==> src/rtl/computie_bus_trigger_snooper.sv <==
// rtl/computie_bus_trigger_snooper.sv - Computie bus snooper with trigger-frozen circular trace and byte dump
// Captures bus cycles while armed, freezes post_count entries after a trigger, and replays oldest-first.
module computie_bus_trigger_snooper #(
  parameter int BITWIDTH = 32,
  parameter int DEPTH    = 8,
  parameter int PW       = $clog2(DEPTH)
) (
  input  logic                comm_clock,
  input  logic                comm_reset,
  input  logic                arm,
  input  logic                trigger_ext,
  input  logic [BITWIDTH-1:0] trig_match,
  input  logic [BITWIDTH-1:0] trig_mask,
  input  logic [PW-1:0]       post_count,
  output logic                armed,
  output logic                triggered,
  output logic                done,
  output logic [PW:0]         entry_count,
  input  logic                dump_start,
  output logic                dump_end,
  output logic                out_valid,
  input  logic                out_ready,
  output logic [7:0]          out_data,
  input  logic                cb_addr_strobe,
  input  logic                cb_data_strobe,
  input  logic                cb_read_write,
  input  logic [BITWIDTH-1:0] cb_addr_data_bus
);

  localparam int NB = 1 + 2 * BITWIDTH / 8;
  localparam int BW = $clog2(NB);

  typedef enum logic [2:0] {IDLE, ARMED, POST, DONE, DUMP} state_t;
  state_t state, next_state;

  logic as_s1, as_s2, as_d, ds_s1, ds_s2, ds_d, rw_s1, rw_s2;
  logic [BITWIDTH-1:0] lat_addr, lat_data;
  logic lat_rw, got_data, have_addr, ext_seen, wr_pend;
  logic [BITWIDTH-1:0] mem_addr [DEPTH];
  logic [BITWIDTH-1:0] mem_data [DEPTH];
  logic [1:0]          mem_flag [DEPTH];
  logic [PW-1:0] wr_ptr, rd_ptr, remain;
  logic [PW:0]   ent_left;
  logic [BW-1:0] byte_idx;
  logic [8*NB-1:0] entry_vec;

  logic as_fall, as_rise, ds_fall, arm_ok, capturing, do_write;
  logic addr_hit, is_trig, dump_go, accept, last_byte;

  assign as_fall   = as_d & ~as_s2;
  assign as_rise   = ~as_d & as_s2;
  assign ds_fall   = ds_d & ~ds_s2;
  assign arm_ok    = arm && (state != DUMP);
  assign capturing = (state == ARMED) || (state == POST);
  assign do_write  = wr_pend && capturing && !arm_ok;
  assign addr_hit  = (((lat_addr ^ trig_match) & trig_mask) == '0) && (trig_mask != '0);
  assign is_trig   = addr_hit || ext_seen || trigger_ext;
  assign dump_go   = (state == DONE) && dump_start && !arm;
  assign accept    = (state == DUMP) && out_ready;
  assign last_byte = accept && (byte_idx == BW'(NB - 1)) && (ent_left == (PW+1)'(1));

  assign armed     = capturing;
  assign done      = (state == DONE);
  assign out_valid = (state == DUMP);

  always_ff @(posedge comm_clock or negedge comm_reset) begin
    if (!comm_reset) state <= IDLE;
    else             state <= next_state;
  end

  always_comb begin
    next_state = state;
    case (state)
      IDLE:  if (arm_ok) next_state = ARMED;
      ARMED: if (arm_ok) next_state = ARMED;
             else if (do_write && is_trig) next_state = (post_count == '0) ? DONE : POST;
      POST:  if (arm_ok) next_state = ARMED;
             else if (do_write && remain == PW'(1)) next_state = DONE;
      DONE:  if (arm_ok) next_state = ARMED;
             else if (dump_go && entry_count != '0) next_state = DUMP;
      DUMP:  if (last_byte) next_state = DONE;
      default: next_state = IDLE;
    endcase
  end

  // Strobes idle high, so the synchronisers reset to 1 to avoid a false edge.
  always_ff @(posedge comm_clock or negedge comm_reset) begin
    if (!comm_reset) begin
      {as_s1, as_s2, as_d, ds_s1, ds_s2, ds_d} <= 6'b111111;
      {rw_s1, rw_s2} <= 2'b00;
      lat_addr <= '0; lat_data <= '0; lat_rw <= 1'b0;
      got_data <= 1'b0; have_addr <= 1'b0; ext_seen <= 1'b0; wr_pend <= 1'b0;
    end else begin
      as_s1 <= cb_addr_strobe; as_s2 <= as_s1; as_d <= as_s2;
      ds_s1 <= cb_data_strobe; ds_s2 <= ds_s1; ds_d <= ds_s2;
      rw_s1 <= cb_read_write;  rw_s2 <= rw_s1;
      if (as_fall) begin
        lat_addr <= cb_addr_data_bus;
        lat_rw   <= rw_s2;
        got_data <= 1'b0;
        ext_seen <= trigger_ext;
      end else begin
        ext_seen <= ext_seen | trigger_ext;
        if (ds_fall && !as_s2) begin
          lat_data <= cb_addr_data_bus;
          got_data <= 1'b1;
        end
      end
      // A cycle only counts if its address was latched after the most recent arm.
      if (arm_ok)       have_addr <= 1'b0;
      else if (as_fall) have_addr <= 1'b1;
      else if (as_rise) have_addr <= 1'b0;
      wr_pend <= as_rise && have_addr && !arm_ok;
    end
  end

  always_ff @(posedge comm_clock) begin
    if (do_write) begin
      mem_addr[wr_ptr] <= lat_addr;
      mem_data[wr_ptr] <= got_data ? lat_data : '0;
      mem_flag[wr_ptr] <= {got_data, lat_rw};
    end
  end

  always_ff @(posedge comm_clock or negedge comm_reset) begin
    if (!comm_reset) begin
      wr_ptr <= '0; entry_count <= '0; remain <= '0; triggered <= 1'b0;
      rd_ptr <= '0; ent_left <= '0; byte_idx <= '0; dump_end <= 1'b0;
    end else begin
      dump_end <= 1'b0;
      if (arm_ok) begin
        wr_ptr <= '0; entry_count <= '0; triggered <= 1'b0;
      end else if (do_write) begin
        wr_ptr <= wr_ptr + PW'(1);
        if (entry_count != (PW+1)'(DEPTH)) entry_count <= entry_count + (PW+1)'(1);
        if (state == ARMED && is_trig) begin
          triggered <= 1'b1;
          remain    <= post_count;
        end else if (state == POST) begin
          remain <= remain - PW'(1);
        end
      end
      if (dump_go) begin
        // A full buffer gives rd_ptr == wr_ptr, which is the oldest entry.
        rd_ptr   <= wr_ptr - entry_count[PW-1:0];
        ent_left <= entry_count;
        byte_idx <= '0;
        dump_end <= (entry_count == '0);
      end else if (accept) begin
        if (byte_idx == BW'(NB - 1)) begin
          byte_idx <= '0;
          rd_ptr   <= rd_ptr + PW'(1);
          ent_left <= ent_left - (PW+1)'(1);
          dump_end <= (ent_left == (PW+1)'(1));
        end else begin
          byte_idx <= byte_idx + BW'(1);
        end
      end
    end
  end

  always_comb begin
    entry_vec = {6'b0, ~mem_flag[rd_ptr][1], mem_flag[rd_ptr][0], mem_addr[rd_ptr], mem_data[rd_ptr]};
    out_data  = 8'h00;
    if (state == DUMP) begin
      for (int k = 0; k < NB; k++) begin
        if (byte_idx == BW'(k)) out_data = entry_vec[(NB-1-k)*8 +: 8];
      end
    end
  end

endmodule

==> config.mk <==
export PLATFORM = sky130hd
export DESIGN_NAME = computie_bus_trigger_snooper
export DESIGN_NICKNAME = d
export VERILOG_FILES = /design/src/rtl/computie_bus_trigger_snooper.sv
export SDC_FILE = /design/constraint.sdc
export NUM_CORES = 1
export LEC_CHECK = 0
export CAP_MARGIN = 20
export CORE_ASPECT_RATIO = 0.5
export CORE_UTILIZATION = 54
export CTS_CLUSTER_DIAMETER = 60
export DETAILED_ROUTE_END_ITERATION = 10
export PLACE_DENSITY = 0.76
export SYNTH_ARGS = -nofsm -noshare
export SYNTH_HDL_FRONTEND = slang
export SYNTH_SLANG_ARGS = --single-unit
==> constraint.sdc <==
create_clock -name comm_clock -period 6.36 [get_ports comm_clock]
set_clock_uncertainty 0.05 [all_clocks]
set_input_delay 0.636 -clock comm_clock [delete_from_list [all_inputs] [get_ports comm_clock]]
set_output_delay 0.636 -clock comm_clock [all_outputs]
set_load 0.01 [all_outputs]
After elaboration in Yosys (flattened, before gate mapping)
Memory sizes are Yosys's and may differ from the RTL's.
Index checks and enable logic that the tools add are counted.

storage, ports and cells
  register bits after elaboration = 103
  RAM bits = 528
  bits of input ports = 108
  output and inout bits = 17
  logic and storage cells = 161
  memories kept = 3

operators by class
  add/subtract/negate cells = 7
  equal/unequal tests = 21
  muxes and demuxes = 51
  bitwise operators = 12
  reductions and logical operators = 43

memory list
  memory    words  width  read ports  clocked after memory_dff  wr ports  RTL line  RTL
  mem_addr  8      32     1           0                         1         39        logic [BITWIDTH-1:0] mem_addr [DEPTH];
  mem_data  8      32     1           0                         1         40        logic [BITWIDTH-1:0] mem_data [DEPTH];
  mem_flag  8      2      1           0                         1         41        logic [1:0] mem_flag [DEPTH];

operators with widths
  kind                 number
  $mux 8               9
  $mux 3               15
  $mux 4               9
  $and 32x32->32       1
  $logic_not 32->1     1
  $mux 32              1
  $reduce_bool 32->1   1
  $xor 32x32->32       1
  $eq 4x3->1 const B   4
  $logic_and 1x1->1    16
  $mux 1               15
  $pmux 3 s5           1
  $reduce_bool 2->1    7
  $add 4x1->4 const B  2
  $eq 4x1->1 const B   2
  $eq 4x2->1 const B   2
  $logic_not 4->1      2
  $reduce_and 2->1     4
  $add 3x1->3 const B  2
  $eq 3x1->1 const B   2
  $eq 3x2->1 const B   2
  $logic_not 3->1      2
  $ne 3x3->1 const B   2
  $not 1->1            6
  19 further kinds     25

Depth between registers and ports, before layout
An unclocked memory read counts as a cell.

  depth in word-level cells = 12
  depth in mapped cells = 11
  gate-level depth less buffers = 9

Worst setup path after synthesis
Ideal clock, no wire load.

  path kind = register to register
  start = reg state[2]
  end = mem mem_addr[2][0] (enable)
  library setup time = 0.571 ns
  arrival time = 5.991 ns
  data required time = 5.739 ns
  path slack = -0.252 ns
  cell stages (with the launch flop) = 9
  path buffers = 2
  period minus slack after synthesis = 6.612 ns
  cell sequence = dfrtp_1 > inv_1 > or3_1 > buf_6 > and2_4 > buf_6 > nor2_8 > nand2_1 > nor3_1

on the way
  word-level cells in the longest chain between the ends = 6
  elaborated cells on any way between the ends = 10
  those cells by class = eq/ne: 3; mux: 2; reduce/logical: 5

ends and longest elaborated chain
  element                                                       RTL line  RTL
  start: declaration                                            34        state_t state, next_state;
  start signal: assignment                                      68        else state <= next_state;
  $eq 3x1->1, or another cell as far along                      54        assign capturing = (state == ARMED) || (state == POST);
  $logic_or 1x1->1 / $logic_and 1x1->1 (equally long branches)  54, 53
  $logic_and 1x1->1 / $logic_not 1->1 (equally long branches)   55        assign do_write = wr_pend && capturing && !arm_ok;
  $logic_and 1x1->1 (*)                                         55
  $mux 1 (*)                                                    118       if (do_write) begin
  $mux 1 (implied by the code) (*)                              119       mem_addr[wr_ptr] <= lat_addr;
  end: declaration                                              39

Mark *: on every way between the ends. The rest lies on a longest branch, timed or not.

Worst setup path in the final report
  start = reg rd_ptr[0]
  end = out out_data[0]

on the way
  word-level cells in the longest chain between the ends = 11
  elaborated cells on any way between the ends = 13
  those cells by class = mux: 10; memory: 3

ends and longest elaborated chain
  element                   RTL line  RTL
  start: declaration        42        logic [PW-1:0] wr_ptr, rd_ptr, remain;
  start signal: assignment  145       rd_ptr <= wr_ptr - entry_count[PW-1:0];
  start signal: assignment  152       rd_ptr <= rd_ptr + PW'(1);
  $mem_v2 8x2               -
  $mux 2                    167       if (byte_idx == BW'(k)) out_data = entry_vec[(NB-1-k)*8 +: 8];
  $mux 8 (7 in a row)       167
  $mux 8 (*)                167
  $mux 8 (*)                165       if (state == DUMP) begin
  end: declaration          23        output logic [7:0] out_data,

Marked as above.

==> flow_summary.yaml <==
timing:
  rsz0062_at_grt: "false"
  finalSetupViolations: 0
  min_period_ps: 4950
  timing.hold.ws_ps: 12.3
  slew_viol_final: 0
  worst-slew-pin-transition_ps: 1170
  hold_viol: 0
  finalCritPeriodShare_pct: 77.9
  max_freq_ghz: 0.202
  setup_tns_ps: 0
  relSlewSlack_pct: 21.8
placement:
  gp_congestion: 0.925
  place_inst: 2138
  port_buffers: 124
  dp_hpwl_microns: 38500
logic_synthesis:
  ys_types: 59
  async_flop_share_pct: 16.3
  synthCells: 1416
  seq_area_frac_synth_pct: 71.8
  synth_edf_count: 528
  ys_top_cells_by_count: "edfxtp_1 (528), mux2i_1 (120), dfrtp_1 (97), mux4_2 (95), mux2_2 (68)"
  synthTopCellsByArea: "edfxtp_1 (62%), dfrtp_1 (9.5%), mux4_2 (8.3%)"
  synth.most_common_cell: "edfxtp_1"
  syn-num-nets: 1540
  synth_area_sq_um: 25700
  synth_top_area_share_pct: 61.7
  yosys.area.top_type: "edfxtp_1"
  synth_ff_type: "edfxtp_1"
  ys_warn_count: 0
  synth_area_per_cell_sq_um: 18.1
  ys_seq_elements: 631
setup_path:
  crit_slowest_cell: "dfrtp_4"
  cpMostUsedCell: "o211ai_1"
  ff2ff_path_depth: 6
  crit_chain: "and2_1, a22oi_1, a31oi_1, o211ai_1, o211ai_1, a21oi_1, clkdlybuf4s50_1"
  critical_path_depth: 7
  critical_path_class: "flip-flop to output port"
  worst-path-buf-inv: 1
  critPathMaxStageDelay_ps: 1030
  start_kind: "flip-flop"
  critPathCaptureType: "output port"
  arrival_ps: 4270
  cp.required_ps: 5670
  critPathTopFamily: "compound AO/OA/AOI/OAI gates"
  cp_max_fo: 45
routing:
  wl_microns: 61300
  via_per_inst: 6.22
  antenna_left: 0
  firstDrtPassIters: 8
  post_drt_wl_per_cell_microns: 27.4
  drc: 2
  drt_iter0_markers: 1635
  vias: 13942
clocking:
  cts_tree: "done"
  ctsResizeCount: 0
  cts-hold-fix-buffers: 0
  htreeDepth: 2
  postCtsSetupRepairBufs: 0
  cts_buffers: 53
  root_buffer: "clkbuf_16"
  path_clk_slew_ps: 70
  clk_path_buf_depth: 3
  cts.sinks: 631
  clock_latency_ps: 600
final_layout:
  finalNonFillerCells: 2241
  drive_above_1_share_pct: 18.9
  area_growth_pct: 14.6
  nNetsFinal: 1679
floorplan:
  die-height_microns: 156
  rows: 56
  pin_count: 125
  dieArea_sq_um: 48500
  start_util_pct: 54.8
  coreArea_sq_um: 46900
  die_width_microns: 310
global_routing:
  antenna_found_initial: 4
  grt-ovfl-total: 0
  grt_use_total_pct: 25.8
  grt_pass1_wl_microns: 90500
  grt_pass1_vias: 14355
  grt_max_degree: 77
power_and_ir_drop:
  p_leak_nw: 9.80
  vdd_drop_max_mv: 0.188
  powerDensity_nw_per_um2: 298
run_status:
  status: "finished with violations"
  failed_checks: "design-rule violations"
run:
  drv_cap: 0
worst_hold_path:
  hold_path.class: "input pin to async pin"
-- area by class of cell --
cell class	count	area [sq um]
flip-flops and latches	631	18500
fillers	3173	17400
multi-input cells	701	6900
repair buffers	151	1550
clock buffers	70	1420
well taps	638	798
clock inverters	29	238
inverters	17	68.8
diodes	4	10.0
-- flip-flops by register name, indices dropped and copies added, names as in the netlist, 3 cells and up --
name	count
byte_idx	4
ent_left	4
entry_count	4
lat_addr	32
lat_data	32
mem_addr	256
mem_data	256
mem_flag	16
rd_ptr	3
remain	3
state	3
wr_ptr	3
-- per-stage QoR --
stage          worst slack (ps)  power, mW  util [%]  area, sq um
2_1_floorplan              1520       5.37         -        25700
4_1_cts                    1410       8.81      62.8        29400
6_report                   1410       8.78      62.8        29400
3_5_place_dp               2050       5.71      59.2        27800
3_3_place_gp               2170       5.67      59.0        27700
5_1_grt                    1250       9.01      62.8        29400
-- report_power, final --
part | switching [mW] | internal, mW
combinational | 0.388 | 0.383
clock | 1.45 | 1.70
sequential | 0.200 | 4.66
-- logic make-up (layout without fill, tap and decap cells) --
| logic type | after synthesis | in the layout | share of synthesized area, % |
|---|---|---|---|
| adder cells (fa/ha/maj) | 16 | 16 | 0.809 |
| AND/OR/NAND/NOR | 197 | 197 | 4.20 |
| buffers and inverters | 84 | 267 | 1.70 |
| other | 0 | 4 | 0 |
| XOR/XNOR | 45 | 45 | 1.53 |
| flip-flops | 631 | 631 | 71.8 |
| multiplexers | 283 | 283 | 16.0 |
| AO/OA/AOI/OAI | 160 | 160 | 3.98 |
-- metal layers --
layer / part of all wire (%) / wire length [microns] / up-vias / track usage, %
li1: - / - / 5902 / -
met2: 48 / 29600 / 711 / 41.9
met1: 40 / 24600 / 7229 / 36.2
met4: 2.7 / 1680 / 0 / 7.74
met3: 8.7 / 5340 / 100 / 4.48
met5: 0 / 0 / - / 0
-- worst paths after layout --
check	startpoint	endpoint	slack (ps)
max	rd_ptr[0]	out_data[0]	1410
min	comm_reset	have_addr	10
max reg2reg	state[1]	mem_addr[4][14]	2420
min reg2reg	ds_s1	ds_s2	310
max in group asynchronous	comm_reset	rd_ptr[0]	4830
min in group comm_clock	ds_s1	ds_s2	310
-- cells in the final DEF (no fill, tap or decap), types with 4 or more instances in the layout --
master | synthesis | final
nor4_1 | 10 | 10
nand2_1 | 51 | 51
and2_1 | 37 | 37
mux4_2 | 95 | 95
buf_4 | 11 | 21
a211oi_1 | 14 | 14
mux2i_1 | 120 | 120
mux2_2 | 68 | 68
nor2_1 | 37 | 31
clkdlybuf4s50_1 | 0 | 123
inv_1 | 16 | 16
diode_2 | 0 | 4
dfstp_2 | 6 | 6
ha_1 | 15 | 14
clkinv_1 | 0 | 7
clkbuf_1 | 14 | 14
o22ai_1 | 13 | 13
a22oi_1 | 49 | 49
nor2_4 | 1 | 7
dfrtp_1 | 97 | 93
o21ai_0 | 26 | 26
a21oi_1 | 38 | 38
clkinvlp_4 | 0 | 6
nor2b_1 | 6 | 6
nand3_1 | 15 | 15
a31oi_1 | 6 | 6
xor2_1 | 37 | 37
edfxtp_1 | 528 | 528
nand4_1 | 9 | 9
clkinv_2 | 0 | 10
xnor2_1 | 8 | 8
clkbuf_16 | 0 | 53
o211ai_1 | 6 | 6
buf_12 | 0 | 4
Note: power is estimated with default switching activity, not from simulation.
==> variant 1, RTL diff (same flow settings) <==
The parameter `DEPTH` goes from 8 to 16.
--- a/src/rtl/computie_bus_trigger_snooper.sv
+++ b/src/rtl/computie_bus_trigger_snooper.sv
@@ -3,5 +3,5 @@
 module computie_bus_trigger_snooper #(
   parameter int BITWIDTH = 32,
-  parameter int DEPTH    = 8,
+  parameter int DEPTH    = 16,
   parameter int PW       = $clog2(DEPTH)
 ) (
Ports: changed (resized entry_count and post_count); port bits go from 125 to 127. The function was not compared with the original's and may differ.
==> variant 1 against the original RTL <==
  * Routed wire length grew 94%
  * Clock power is 97% higher
  * Design area grew 78%
  * Worst setup slack worse by 0.61 ns
  * Power up 110%
  * Core utilization down 0.86 points
  * Count of clock-buffer cells in the layout is 66 higher
  * First-iteration DRC count up 130%
  * Sequential cell count increased by 533
  * Synthesized area increased by 81%
  * Highest routed layer is now met5
==> variant 1: results (changes against the original RTL) <==
place:
  hpwl_um: 65900  # +71%
  dpl_worst_slack_ns: 1.55  # -0.498 ns
  place_area_sq_mm: 0.0490  # +76%
  placed_cells: 3516  # +64%
  io_buffers: 126  # +1.6%
  gp_congestion: 0.905  # -2.1%
critical_path:
  crit-reg2reg-capture: "mem_data[9][20]"
  r2r_cells: 7  # +1
  reg2reg_from: "state[0]"
  cp_max_fo: 107  # +140%
  r2r_slack_ns: 2.14  # -0.28 ns
  crit_arrival_ns: 4.87  # +0.60 ns
final_layout:
  fin_nets: 2633  # +57%
  fill_cells: 5661  # +78%
  stdcell_count: 3705  # +65%
  reg_top3: "mem_addr: 512 flops, mem_data: 512 flops"
  layout-drive-gt1-share_pct: 21.9  # +3.0 points
global_routing:
  grt_pass1_vias: 24700  # +72%
  antenna_found_initial: 4  # unchanged
  grt_pass1_wl_um: 172000  # +90%
  grt.total_usage_pct: 27.6  # +1.7 points
  grt_start_max_net_pins: 108  # +40%
clock_network:
  cts_max_level: 3  # +1
  ctsResizeCount: 0  # unchanged
  cts-root-buf: "clkbuf_16"
  cts_buffer_depth: 3  # unchanged
  insertion_delay_ns: 0.68  # +0.08 ns
  clkTransAtPathRegs_ns: 0.06
  cts_buffers: 100  # +89%
route:
  drt-met1-wl_um: 45600  # +85%
  first_pass_iters: 7  # -1
  routedWlPerCell_um: 32.1  # +17%
  met2_length_um: 56200  # +90%
  routed.top_layer: "met5"
  met3_length_um: 13500  # +150%
  drt-vias-per-instance: 6.64  # +6.8%
  drt-initial-drc-count: 3683  # +130%
yosys:
  yosys-top-cells-count: "1056 x edfxtp_1, 246 x mux4_2, 102 x dfrtp_1"
  synth_nets: 2476  # +61%
  synth_compound_area_share_pct: 3.31  # -0.67 points
  yosysSeqAreaShare_pct: 74.1  # +2.3 points
  synthMuxAreaShare_pct: 15.8  # -0.20 points
  async_flop_share_pct: 9.28  # -7.0 points
  ys_types: 68  # +15%
  ys_warn_count: 0  # unchanged
  synth-xor-area-share_pct: 0.943  # -0.59 points
  synth_fa_ha_area_share_pct: 0.582  # -0.23 points
  synth-edff-count: 1056  # +100%
  syn_inst: 2346  # +66%
  synth_area_leaders: "edfxtp_1 68%, mux4_2 12%, dfrtp_1 5.5%, mux2_2 2.1%, mux2i_1 1.7%"
min_path:
  holdPathEnd: "as_s2"
  hold_class: "flip-flop to flip-flop"
  hold_start: "as_s1"
  holdPathStages: 0
timing:
  setup_tns_ns: 0  # unchanged
  worstMarginPinSlew_ns: 1.13  # -0.0371 ns
power_and_ir_drop:
  ir_drop_mv: 0.390  # +110%
  leakage_nw: 16.7  # +70%
run_status:
  status: "complete, no violations"
-- variant 1: cell count changes in the layout (fill, tap and decap cells not counted), sizes merged, moves of 24 or more --
cell	change
edfxtp	+528
clkbuf	+66
mux2i	-40
mux4	+151
o21ai	+24
a22oi	-30
nand2	+35
-- variant 1: cells by family (layout without fill, tap and decap cells) --
group | count (synthesis) | count (layout)
DFF | 1164 | 1164
muxes | 414 | 414
and+or+nand+nor | 319 | 319
AOI/OAI and AO/OA | 230 | 230
buffers and inverters | 148 | 390
xor gates and xnor gates | 50 | 50
adders and majority gates | 21 | 21
other | 0 | 1
-- variant 1: routing by layer --
| layer | vias to the layer above | GRT usage [%] |
|---|---|---|
| li1 | 9928 | - |
| met1 | 12800 | 39.3 |
| met2 | 1654 | 43.0 |
| met3 | 249 | 6.17 |
| met4 | 2 | 8.38 |
| met5 | - | 0 |
-- variant 1: power breakdown --
group	switching (mW)	internal (mW)
sequential	0.407	8.63
clock	2.73	3.49
combinational	1.79	1.31
total	4.93	13.4
-- variant 1: critical path, stage by stage (launching register included) --
cell and delay [ns]:
dfrtp_4 0.76, buf_12 0.53, mux4_2 0.35, mux4_2 0.25
nor2_1 0.08, nor4_1 0.80, o2111ai_1 0.23, o21ai_0 0.44
clkdlybuf4s50_1 0.63
-- variant 1: worst max path at each step --
stage               from        endpoint  slack, ns  cells after the start
6_report       rd_ptr[1]     out_data[0]       0.80                      8
5_1_grt        rd_ptr[1]     out_data[0]       0.72                      8
4_1_cts        rd_ptr[1]     out_data[0]       0.81                      8
3_5_place_dp   rd_ptr[1]     out_data[0]       1.55                      8
3_3_place_gp   rd_ptr[1]     out_data[0]       1.65                      8
2_1_floorplan   state[1]  mem_addr[0][0]      -2.00                      7
-- variant 1: cell type report --
type	count	area, sq um	share of cell area, %
inverters	26	100	0.191
repair buffers	177	1770	3.38
diodes	1	2.50	0.00478
multi-input cells	1034	11300	21.6
flip-flops and latches	1164	34400	65.8
well taps	1116	1400	2.67
clock buffers	136	2790	5.34
clock inverters	51	520	0.995
-- variant 1: per-stage QoR --
stage / total power [mW] / hold slack [ns]
after floorplan: 11.1 / 0.281
after detailed placement: 12.2 / 0.299
final: 18.4 / 0.307
after global routing: 18.8 / 0.314
after CTS: 18.4 / 0.286
after global placement: 12.2 / 0.296
-- variant 1: timing repair --
action	4_1_cts	5_1_grt
buffers inserted	0	0
hold endpoints to repair	15	0
hold buffers	1	0
==> variant 2, RTL diff (config.mk and constraints unchanged) <==
Made on the original files. Encoding of `state_t`: now one-hot (5 bits for 5 states).
--- a/src/rtl/computie_bus_trigger_snooper.sv
+++ b/src/rtl/computie_bus_trigger_snooper.sv
@@ -31,5 +31,5 @@
   localparam int BW = $clog2(NB);
 
-  typedef enum logic [2:0] {IDLE, ARMED, POST, DONE, DUMP} state_t;
+  typedef enum logic [4:0] {IDLE = 5'b00001, ARMED = 5'b00010, POST = 5'b00100, DONE = 5'b01000, DUMP = 5'b10000} state_t;
   state_t state, next_state;
 
Formal check against the unedited RTL: same outputs for any inputs over 4 cycles, from zero or initial values and one cycle with comm_reset low; so few cycles prove little.
==> variant 2 against the original RTL <==
  * Fmax fell by 2.7%
  * Sequential cell count rose by 2
  * Power fell by 4.4%
  * Critical endpoint is now out_data[3]
  * Routed wire length barely moved
  * Global-route usage rose by 0.25 points
  * Worst setup slack got worse by 0.14 ns
  * Synthesized area fell by 0.27%
  * Design area fell by 0.81%
==> variant 2: results (changes against the original RTL) <==
yosys:
  yosysSeqAreaShare_pct: 72.2  # +0.40 points
  synth_nets: 1458  # -5.3%
  synth-xor-area-share_pct: 1.57  # +0.038 points
  ys_warn_count: 0  # unchanged
  synth_area_leaders: "edfxtp_1 62%, mux4_2 11%, dfrtp_1 9.6%, mux2_2 3.4%, mux2i_1 2.2%"
  synthMuxAreaShare_pct: 17.0  # +1.1 points
  synth_fa_ha_area_share_pct: 0.811  # +0.0022 points
  syn_inst: 1334  # -5.8%
  yosys-top-cells-count: "528 x edfxtp_1, 130 x mux4_2, 98 x dfrtp_1"
  ys_types: 58  # -1.7%
  async_flop_share_pct: 16.6  # +0.26 points
  synth_compound_area_share_pct: 3.24  # -0.74 points
global_routing:
  grt_use_met3_pct: 4.39  # -0.095 points
  grt_pass1_wl_um: 91200  # +0.82%
  use_met1_pct: 37.2  # +0.98 points
  met2_usage_pct: 42.1  # +0.19 points
  grt_start_max_net_pins: 67  # -13%
  grt_pass1_vias: 14100  # -1.7%
  antenna_found_initial: 1  # -3
  grt.total_usage_pct: 26.1  # +0.25 points
route:
  drt-initial-drc-count: 1649  # +0.86%
  routedWlPerCell_um: 28.5  # +4.4%
  drcViolationCount: 0  # -2
  first_pass_iters: 5  # -3
  drt_wl_total_um: 61300  # about the same
  drt-vias-per-instance: 6.37  # +2.3%
power_and_ir_drop:
  leakage_nw: 9.42  # -3.8%
  ir_drop_mv: 0.217  # +16%
clock_network:
  cts_buffers: 52  # -1.9%
  ctsResizeCount: 0  # unchanged
  insertion_delay_ns: 0.60  # about the same
  clkTransAtPathRegs_ns: 0.07  # about the same
  cts_setup_buffers: 0  # unchanged
  cts_max_level: 2  # unchanged
  cts_buffer_depth: 3  # unchanged
place:
  hpwl_um: 37100  # -3.7%
  gp_congestion: 0.915  # -1.1%
  place_area_sq_mm: 0.0276  # -0.69%
  placed_cells: 2051  # -4.1%
  dpl_worst_slack_ns: 1.90  # -0.146 ns
final_layout:
  fin_nets: 1602  # -4.6%
  antennaDiodeCount: 0  # -4
  layout-drive-gt1-share_pct: 22.1  # +3.2 points
run_status:
  status: "complete, no violations"
min_path:
  hold_class: "input port to async pin"
critical_path:
  cp_max_fo: 51  # +13%
  crit_arrival_ns: 4.40  # +0.13 ns
timing:
  slew_headroom_pct: 32.4  # +11 points
variant 2: cell types whose count changed after synthesis, sizes merged, moves of 4 or more:
cell,before,now
o21ai,26,38
mux4,95,130
mux2i,120,57
a22oi,49,22
nand2,54,33
a211oi,14,4
o22ai,13,8
mux2,68,77
nor3b,4,0
nor2,40,36
buf,51,42
nand3,15,9
variant 2: critical path, cell delays in order, from the launching register on:
cell	delay, ns
dfrtp_4	0.99
buf_4	0.67
mux4_2	0.40
mux2i_1	0.33
o22ai_1	0.22
nor2_1	0.15
a21oi_1	0.06
o211ai_1	0.19
o21ai_1	0.16
clkdlybuf4s50_1	0.55
variant 2: area by class of cell:
class | instances | area (sq um)
Timing Repair Buffer | 149 | 1450
Inverter | 19 | 71.3
Clock buffer | 74 | 1420
Sequential cell | 633 | 18500
Tap cell | 627 | 785
Fill cell | 3142 | 16800
Multi-Input combinational cell | 623 | 6760
Clock inverter | 24 | 196
variant 2: final timing paths:
check | startpoint | endpoint | slack (ns) | cells past startpoint
max in group asynchronous | comm_reset | rd_ptr[0] | 4.87 | 2
min in group comm_clock | as_s1 | as_s2 | 0.31 | 0
worst min-delay path | comm_reset | entry_count[0] | 0.15 | 1
worst min register to register | as_s1 | as_s2 | 0.31 | 0
worst max-delay path | rd_ptr[1] | out_data[3] | 1.27 | 9
worst max register to register | state[3] | mem_addr[1][11] | 2.07 | 7
variant 2: cell families (layout without fill, tap and decap cells):
group,count (synthesis),count (layout)
compound gates,134,134
simple gates,163,163
buf+inv,78,266
flops,633,633
xor+xnor,46,46
mux,264,264
fa+ha+maj,16,16
variant 2: where the power goes:
part | switching, mW | total (mW) | internal (mW)
logic | 0.244 | 0.454 | 0.210
registers | 0.162 | 4.84 | 4.68
clock network | 1.45 | 3.10 | 1.65
variant 2: per-layer routing:
metal	part of all wire (%)	vias to the layer above	wire length, um
li1	-	5637	-
met1	40	7170	24300
met2	49	764	29800
met3	9.1	112	5570
met4	2.7	0	1660
met5	0	-	0
